===== src/rtl/ram_mem_ctrl_pkg.sv =====
// Shared types and defaults for the RAM initiator-side controller.
package ram_mem_pkg;

    localparam int DATA_W_DEF       = 4;
    localparam int ADDR_W_DEF       = 1;
    localparam int READ_LATENCY_DEF = 2;
    localparam int CNT_W            = 3;   // latency counter width, covers READ_LATENCY up to 7

    typedef enum logic [2:0] {
        IDLE,
        WRITE,
        READ,
        RESP,
        INIT
    } state_t;

endpackage


===== src/rtl/ram_mem_ctrl_if.sv =====
// Request/response handshake plus RAM pin bundle for ram_mem_ctrl.
// master: bus initiator view, slave: controller view, ram: memory view.
interface ram_mem_ctrl_if
    import ram_mem_pkg::*;
#(
    parameter int DATA_W = DATA_W_DEF,
    parameter int ADDR_W = ADDR_W_DEF
) ();

    logic              req_valid;
    logic              req_ready;
    logic              req_we;
    logic [ADDR_W-1:0] req_addr;
    logic [DATA_W-1:0] req_wdata;

    logic              rsp_valid;
    logic              rsp_ready;
    logic              rsp_we;
    logic [DATA_W-1:0] rsp_rdata;

    logic              mem_we;
    logic [ADDR_W-1:0] mem_addr;
    logic [DATA_W-1:0] mem_wdata;
    logic [DATA_W-1:0] mem_rdata;

    modport master (
        output req_valid, req_we, req_addr, req_wdata, rsp_ready,
        input  req_ready, rsp_valid, rsp_we, rsp_rdata
    );

    modport slave (
        input  req_valid, req_we, req_addr, req_wdata, rsp_ready, mem_rdata,
        output req_ready, rsp_valid, rsp_we, rsp_rdata,
        output mem_we, mem_addr, mem_wdata
    );

    modport ram (
        input  mem_we, mem_addr, mem_wdata,
        output mem_rdata
    );

endinterface


===== src/rtl/ram_mem_ctrl.sv =====
// Initiator-side controller for a single-port synchronous RAM.
// One transaction at a time: accept in IDLE, drive the RAM pins, wait out
// the read latency, then hold the response until the consumer takes it.
// Optional build macro RAM_MEM_CTRL_INIT_EN: zero-fill the RAM after reset
// before the first request is accepted.
// DATA_W/ADDR_W must match the parameters of the connected interface.
module ram_mem_ctrl
    import ram_mem_pkg::*;
#(
    parameter int DATA_W       = DATA_W_DEF,
    parameter int ADDR_W       = ADDR_W_DEF,
    parameter int READ_LATENCY = READ_LATENCY_DEF
) (
    input  logic           clk,
    input  logic           rst,
    ram_mem_ctrl_if.slave  bus
);

    state_t           state;
    logic [CNT_W-1:0] cnt;

    // Ready is only offered in IDLE and never while reset is asserted.
    assign bus.req_ready = (state == IDLE) && !rst;

    // Main FSM; all response and RAM-side outputs are registered here.
    always_ff @(posedge clk) begin
        if (rst) begin
`ifdef RAM_MEM_CTRL_INIT_EN
            state <= INIT;
`else
            state <= IDLE;
`endif
            cnt           <= '0;
            bus.rsp_valid <= 1'b0;
            bus.rsp_we    <= 1'b0;
            bus.rsp_rdata <= DATA_W'(0);
            bus.mem_we    <= 1'b0;
            bus.mem_addr  <= ADDR_W'(0);
            bus.mem_wdata <= DATA_W'(0);
        end else begin
            case (state)
                IDLE: begin
                    if (bus.req_valid) begin
                        bus.mem_addr  <= bus.req_addr;
                        bus.mem_wdata <= bus.req_wdata;
                        bus.rsp_we    <= bus.req_we;
                        cnt           <= '0;
                        if (bus.req_we) begin
                            bus.mem_we <= 1'b1;
                            state      <= WRITE;
                        end else begin
                            state <= READ;
                        end
                    end
                end
                // mem_we was high for exactly this cycle; the RAM commits on this edge.
                WRITE: begin
                    bus.mem_we    <= 1'b0;
                    bus.rsp_rdata <= DATA_W'(0);
                    bus.rsp_valid <= 1'b1;
                    state         <= RESP;
                end
                // Address is held; capture RAM output once the latency has elapsed.
                READ: begin
                    cnt <= cnt + CNT_W'(1);
                    if (cnt + CNT_W'(1) == CNT_W'(READ_LATENCY)) begin
                        bus.rsp_rdata <= bus.mem_rdata;
                        bus.rsp_valid <= 1'b1;
                        state         <= RESP;
                    end
                end
                RESP: begin
                    if (bus.rsp_ready) begin
                        bus.rsp_valid <= 1'b0;
                        state         <= IDLE;
                    end
                end
`ifdef RAM_MEM_CTRL_INIT_EN
                // First INIT cycle starts the fill at address 0; stop after the top address.
                INIT: begin
                    bus.mem_wdata <= DATA_W'(0);
                    if (!bus.mem_we) begin
                        bus.mem_we   <= 1'b1;
                        bus.mem_addr <= ADDR_W'(0);
                    end else if (bus.mem_addr == {ADDR_W{1'b1}}) begin
                        bus.mem_we   <= 1'b0;
                        bus.mem_addr <= ADDR_W'(0);
                        state        <= IDLE;
                    end else begin
                        bus.mem_addr <= bus.mem_addr + ADDR_W'(1);
                    end
                end
`endif
                default: state <= IDLE;
            endcase
        end
    end

endmodule


===== src/flat_wrapper.sv =====
// flat-port wrapper written by rule: the top's interface ports become plain ports
module ram_mem_ctrl_flat import ram_mem_pkg::*;
#(
    parameter int DATA_W       = DATA_W_DEF,
    parameter int ADDR_W       = ADDR_W_DEF,
    parameter int READ_LATENCY = READ_LATENCY_DEF
)
  (clk, rst, bus_req_valid, bus_req_we, bus_req_addr, bus_req_wdata, bus_rsp_ready, bus_mem_rdata, bus_req_ready, bus_rsp_valid, bus_rsp_we, bus_rsp_rdata, bus_mem_we, bus_mem_addr, bus_mem_wdata);
  ram_mem_ctrl_if #(.DATA_W(DATA_W), .ADDR_W(ADDR_W)) bus_i ();
  input  logic clk;
  input  logic rst;
  input wire logic [$bits(bus_i.req_valid)-1:0] bus_req_valid;
  input wire logic [$bits(bus_i.req_we)-1:0] bus_req_we;
  input wire logic [$bits(bus_i.req_addr)-1:0] bus_req_addr;
  input wire logic [$bits(bus_i.req_wdata)-1:0] bus_req_wdata;
  input wire logic [$bits(bus_i.rsp_ready)-1:0] bus_rsp_ready;
  input wire logic [$bits(bus_i.mem_rdata)-1:0] bus_mem_rdata;
  output wire logic [$bits(bus_i.req_ready)-1:0] bus_req_ready;
  output wire logic [$bits(bus_i.rsp_valid)-1:0] bus_rsp_valid;
  output wire logic [$bits(bus_i.rsp_we)-1:0] bus_rsp_we;
  output wire logic [$bits(bus_i.rsp_rdata)-1:0] bus_rsp_rdata;
  output wire logic [$bits(bus_i.mem_we)-1:0] bus_mem_we;
  output wire logic [$bits(bus_i.mem_addr)-1:0] bus_mem_addr;
  output wire logic [$bits(bus_i.mem_wdata)-1:0] bus_mem_wdata;
  assign bus_i.req_valid = bus_req_valid;
  assign bus_i.req_we = bus_req_we;
  assign bus_i.req_addr = bus_req_addr;
  assign bus_i.req_wdata = bus_req_wdata;
  assign bus_i.rsp_ready = bus_rsp_ready;
  assign bus_i.mem_rdata = bus_mem_rdata;
  assign bus_req_ready = bus_i.req_ready;
  assign bus_rsp_valid = bus_i.rsp_valid;
  assign bus_rsp_we = bus_i.rsp_we;
  assign bus_rsp_rdata = bus_i.rsp_rdata;
  assign bus_mem_we = bus_i.mem_we;
  assign bus_mem_addr = bus_i.mem_addr;
  assign bus_mem_wdata = bus_i.mem_wdata;
  ram_mem_ctrl #(.DATA_W(DATA_W), .ADDR_W(ADDR_W), .READ_LATENCY(READ_LATENCY)) u_core (.clk(clk), .rst(rst), .bus(bus_i));
endmodule

===== config.mk =====
export PLATFORM = sky130hd
export DESIGN_NAME = ram_mem_ctrl_flat
export DESIGN_NICKNAME = d
export VERILOG_FILES = /design/src/rtl/ram_mem_ctrl_pkg.sv /design/src/rtl/ram_mem_ctrl_if.sv /design/src/rtl/ram_mem_ctrl.sv /design/src/flat_wrapper.sv
export SDC_FILE = /design/constraint.sdc
export NUM_CORES = 1
export LEC_CHECK = 0
export CORE_MARGIN = 1
export CORE_UTILIZATION = 40
export DETAILED_ROUTE_END_ITERATION = 8
export GPL_TIMING_DRIVEN = 1
export PLACE_DENSITY_LB_ADDON = 0.3
export SLEW_MARGIN = 10
export SYNTH_ARGS = -nofsm -noshare
export SYNTH_HDL_FRONTEND = slang
export SYNTH_SLANG_ARGS = --single-unit

===== constraint.sdc =====
create_clock -name clk -period 1.55 [get_ports clk]
set_input_delay 0.155 -clock clk [delete_from_list [all_inputs] [get_ports clk]]
set_output_delay 0.155 -clock clk [all_outputs]
set_load 0.005 [all_outputs]

[Word-level counts from Yosys, hierarchy flattened]
Cells that the tools add are included.
Word-level totals
  bits in registers: 18
  bits in read-only memories: 0
  RAM bits: 0
  input port bits: 14
  output and inout bits: 13
  bits in latches: 0
  memories: 0
  logic and storage cells: 45
Cells by class
  reductions and logical operators: 13
  eq/ne operators: 8
  $add $sub $neg: 1
  shifts and indexed selects: 0
  multiply operators: 0
  bitwise logic cells: 0
  order comparisons: 0
  mux-type cells: 15
  div/mod/pow operators: 0
Operators with widths (count)
  two-way mux 3 bit: 4
  case mux 3 bit (4 select lines): 1
  equality test 3 x 2 -> 1 bit (second input constant): 3
  AND reduction 3 bit: 3
  case mux 4 bit (2 select lines): 1
  != test 2 bit (second input constant): 3
  case mux 3 bit (2 select lines): 1
  AND reduction 2 bit: 3
  nonzero test 2 bit: 3
  two-way mux 1 bit: 4
  two-way mux 4 bit: 1
  adder 3 x 1 -> 3 bit (second input constant): 1
  equality test 3 x 1 -> 1 bit (second input constant): 1
  zero test 3 bit: 1
  case mux 1 bit (3 select lines): 1
  nonzero test 3 bit: 1
  two-way mux 2 bit: 1
  != test 2 x 1 -> 1 bit (second input constant): 1
  case mux 1 bit (2 select lines): 1
  logical AND 1 bit: 1
  zero test 1 bit: 1

[Depth between registers and ports, before layout]
  depth after elaboration: 4
  depth in mapped cells: 6
  gate-level depth less buffers: 6

[Worst setup path after synthesis]
Ideal clock, no wire load.
  kind: reg2reg
  start point: register u_core.state[0]
  end point: register u_core.state[0]
  setup time: 87 ps
  cell stages (with the launch flop): 7
  clock period less this slack: 1551 ps
  arrival time: 1464 ps
  data required time: 1463 ps
  slack: -1 ps
  cell sequence: dfxtp_1 > inv_1 > ha_1 > or2b_1 > o21ai_0 > or4b_1 > o31ai_1
Between the ends
  longest elaborated chain between the ends: 3
  elaborated cells between the ends (all ways): 9
  those cells by class: eq/ne (6); mux (1); reduce/logical (2)
RTL lines
  start: declaration: RTL line ram_mem_ctrl.sv:19  | state_t state;
  start signal: assignment: RTL line ram_mem_ctrl.sv:31  | state <= IDLE;
  start signal: assignment: RTL line ram_mem_ctrl.sv:50  | state <= WRITE;
  start signal: assignment: RTL line ram_mem_ctrl.sv:52  | state <= READ;
  equality test 3 x 2 -> 1 bit or zero test 3 bit (tied branches): RTL line ram_mem_ctrl.sv:41  | case (state)
  != test 2 x 1 -> 1 bit (no source line) or != test 2 bit (tied branches)
  AND reduction 3 bit (no source line)
Parallel ways exist; a longest one is shown, timed or not.
A chain may end at the register's enable or synchronous reset.

[Final worst setup path]
  start point: register u_core.cnt[1]
  end point: register u_core.state[0]
Between the ends
  longest elaborated chain between the ends: 4
RTL lines
  start: declaration: RTL line ram_mem_ctrl.sv:20  | logic [CNT_W-1:0] cnt;
  start signal: assignment: RTL line ram_mem_ctrl.sv:65  | cnt <= cnt + CNT_W'(1);
  adder 3 x 1 -> 3 bit: RTL line ram_mem_ctrl.sv:66  | if (cnt + CNT_W'(1) == CNT_W'(READ_LATENCY)) begin
  equality test 3 x 2 -> 1 bit: RTL line ram_mem_ctrl.sv:66
  != test 2 x 1 -> 1 bit (no source line)
  AND reduction 3 bit (no source line)
  end signal: assignment: RTL line ram_mem_ctrl.sv:61  | state <= RESP;
  end signal: assignment: RTL line ram_mem_ctrl.sv:69  | state <= RESP;
  end signal: assignment: RTL line ram_mem_ctrl.sv:75  | state <= IDLE;
Every way passes these cells.

==> results.sh <==
export IMPL_outcome="completed"
export IMPL_path_clk_slew_ns=0.11
export IMPL_cp_required_ns=1.76
export IMPL_hold_viol_final=0
export IMPL_synth_seq_area_share_pct=40.8
export IMPL_drt_initial_drc_count=11
export IMPL_antenna_found_initial=0
export IMPL_post_synth_cell_area_avg_sq_um=8.60
export IMPL_synth_top_area_share_pct=40.8
export IMPL_slew_headroom_pct=76.2
export IMPL_ys_ff_latch=17
export IMPL_worst_hold_slack_ns=0.415
export IMPL_ios=27
export IMPL_vdd_drop_max_uv=653
export IMPL_drt_total_wl_microns=2060
export IMPL_clock_power_share_pct=16.6
export IMPL_synth_area_leaders="dfxtp_1 (41%), ha_1 (9.0%), a21oi_1 (6.6%), nand2_1 (4.5%), a32oi_1 (4.2%)"
export IMPL_synth_edf_count=0
export IMPL_root_buffer="clkbuf_4"
export IMPL_syn_inst=97
export IMPL_dieArea_sq_um=2270
export IMPL_worstSetupStartpoint="u_core.cnt[1]"
export IMPL_skew_ns=0.000771
export IMPL_power_switching_w=0.000517
export IMPL_drive_above_1_share_pct=22.2
export IMPL_period_needed_ns=1.46
export IMPL_combinationalPowerShare_pct=46.9
export IMPL_grt_pass1_wl_microns=2840
export IMPL_worst_setup_path_start_kind="flip-flop"
export IMPL_cp_arrival_ns=1.67
export IMPL_gp_congestion=0.759
export IMPL_core_sq_um=1960
export IMPL_post_place_cells=157
export IMPL_synth_most_common_cell="dfxtp_1"
export IMPL_nets=156
export IMPL_path_cells="ha_4 -> xnor2_4 -> a21boi_4 -> or4b_1 -> o31ai_1"
export IMPL_p_leak_nw=0.478
export IMPL_clk_latency_ns=0.29
export IMPL_drc_errors=0
export IMPL_die_x_microns=47.7
export IMPL_min_from="bus_req_addr"
export IMPL_hold_path_class="input pin to flip-flop"
export IMPL_dp_hpwl_microns=1510
export IMPL_yosys_top_cells_count="dfxtp_1 (17), a21oi_1 (11), nand2_1 (10)"
export IMPL_rows=16
export IMPL_wl_per_cell_microns=12.7
export IMPL_drv_slew=0
export IMPL_maxCapViolations=0
export IMPL_cts_path_max_buffers=2
export IMPL_cts_buffers=3
export IMPL_power_share_sequential_pct=36.5
export IMPL_cts_hold_buffers=0
export IMPL_fp_dieH_microns=47.7
export IMPL_synth_warnings=0
export IMPL_switching_share_pct=34.7
export IMPL_p_per_area_nw_per_um2=1170
export IMPL_antenna_left=0
export IMPL_ys_async_sr_fraction_pct=0
export IMPL_clock_sinks=17
export IMPL_setup_viol=0
export IMPL_fillCellCount=171
export IMPL_internal_power_w=0.000975
export IMPL_worst_slew_pin_slew_ns=0.353
export IMPL_fin_cells=162
export IMPL_syn2layout_area_growth_pct=53.4
export IMPL_grt_total_usage_pct=18.4
export IMPL_grt_max_degree=12
export IMPL_reg2reg_setup_slack_ns=0.09
export IMPL_synthFlopType="dfxtp_1"
export IMPL_worst_path_max_delay_cell="or4b_1"
export IMPL_timing_rr_start="u_core.cnt[1]"
export IMPL_vias=833
export IMPL_grt_ovfl_total=0
export IMPL_grt_pass1_vias=698
export IMPL_critPathCaptureType="flip-flop"
export IMPL_crit_type="flip-flop to flip-flop"
export IMPL_htreeDepth=1
export IMPL_syn_num_nets=117
export IMPL_diodes=0
export IMPL_ys_types=28
export IMPL_timing_final_crit_share_pct=94.4
export IMPL_max_stage_delay_ns=0.50
export IMPL_critPathMaxFanout=5
export IMPL_max_freq_ghz=0.683
export IMPL_initial_core_util_pct=42.5
export IMPL_viasPerCell=5.14
export IMPL_firstDrtPassIters=4
export IMPL_port_buffers=26
export IMPL_cts_tree="yes"
export IMPL_synth_area_sq_um=835
export IMPL_synth_area_leader_cell="dfxtp_1"
==> state kept, by name (all words and copies together), names as in the netlist <==
register / flops
u_core.state: 2
u_core.bus.mem_we: 1
u_core.bus.mem_addr: 1
u_core.bus.rsp_we: 1
u_core.cnt: 3
u_core.bus.rsp_valid: 1
u_core.bus.mem_wdata: 4
u_core.bus.rsp_rdata: 4
==> cell families after synthesis <==
family / after synthesis / synth area share, %
buf+inv: 9 / 4.95
flops: 17 / 40.8
compound gates: 25 / 18.9
simple gates: 39 / 24.4
fa+ha+maj: 6 / 9.00
xor+xnor: 1 / 1.95
==> cell usage in the layout (no fill, tap or decap), drive strengths merged, types with 2 or more instances in the layout <==
master | Yosys | routed
clkbuf | 2 | 3
a32oi | 4 | 4
inv | 5 | 5
clkdlybuf4s50 | 0 | 25
ha | 6 | 6
o31ai | 2 | 2
nand3 | 7 | 7
nor2 | 7 | 7
buf | 2 | 12
nand2 | 10 | 10
nand2b | 3 | 3
a21oi | 11 | 11
nor2b | 3 | 3
dfxtp | 17 | 17
a21boi | 2 | 2
o21ai | 5 | 5
==> power groups by stage <==
stage / clock, W / sequential [W] / combinational, W
floorplan: 0 / 0.000552 / 0.000334
global placement: 0 / 0.000541 / 0.000627
detailed placement: 0 / 0.000544 / 0.000648
CTS: 0.000262 / 0.000537 / 0.000674
global route: 0.000275 / 0.000554 / 0.000774
finish: 0.000248 / 0.000544 / 0.000701
==> repair_timing <==
action                     CTS  global route
gates resized for setup      5            11
setup endpoints to repair    2             2
buffers inserted             1             0
pin swaps                    1             2
cloned                       0             0
==> worst paths after layout <==
check,endpoint,depth (start not counted)
worst max-delay path,u_core.state[0],5
worst min-delay path,u_core.bus.mem_addr,3
worst max register to register,u_core.state[0],5
worst min register to register,u_core.bus.mem_wdata[2],2
==> routing by layer <==
layer / wire length, microns / share of wire [%] / vias up / GRT usage [%]
li1: - / - / 418 / -
met1: 912 / 44 / 393 / 20.4
met2: 1050 / 51 / 22 / 31.5
met3: 100 / 4.9 / 0 / 5.28
met4: 0 / 0 / 0 / 10.0
met5: 0 / 0 / - / 0
==> cell type report <==
cell class                 count  area [sq um]  share of cell area (%)
inverter                       5          18.8                    1.47
clock buffer                   3          22.5                    1.76
tap                           27          33.8                    2.64
timing repair buffer          38           349                    27.3
multi-input combinational     71           505                    39.5
clock inverter                 1          5.00                   0.391
sequential                    17           345                    27.0
==> worst max-delay path, delay by kind of cell, from the launching register on <==
kind            cells  cell delay (ns)
simple gates        1             0.50
fa+ha+maj           1             0.18
flops               1             0.36
compound gates      2             0.16
xor+xnor            1             0.18
==> through the flow <==
stage	TNS, ns	total power, W	utilization [%]	worst slack [ns]	area [sq um]
5_1_grt	-0.00900	0.00160	65.2	-0.00534	1280
2_1_floorplan	0	0.000887	-	0.0422	837
6_report	0	0.00149	65.2	0.0861	1280
4_1_cts	0	0.00147	63.1	0.0377	1240
3_5_place_dp	0	0.00119	60.7	0.0250	1190
3_3_place_gp	0	0.00117	60.7	0.0606	1190
No activity file was read; power rests on OpenSTA's default activity.
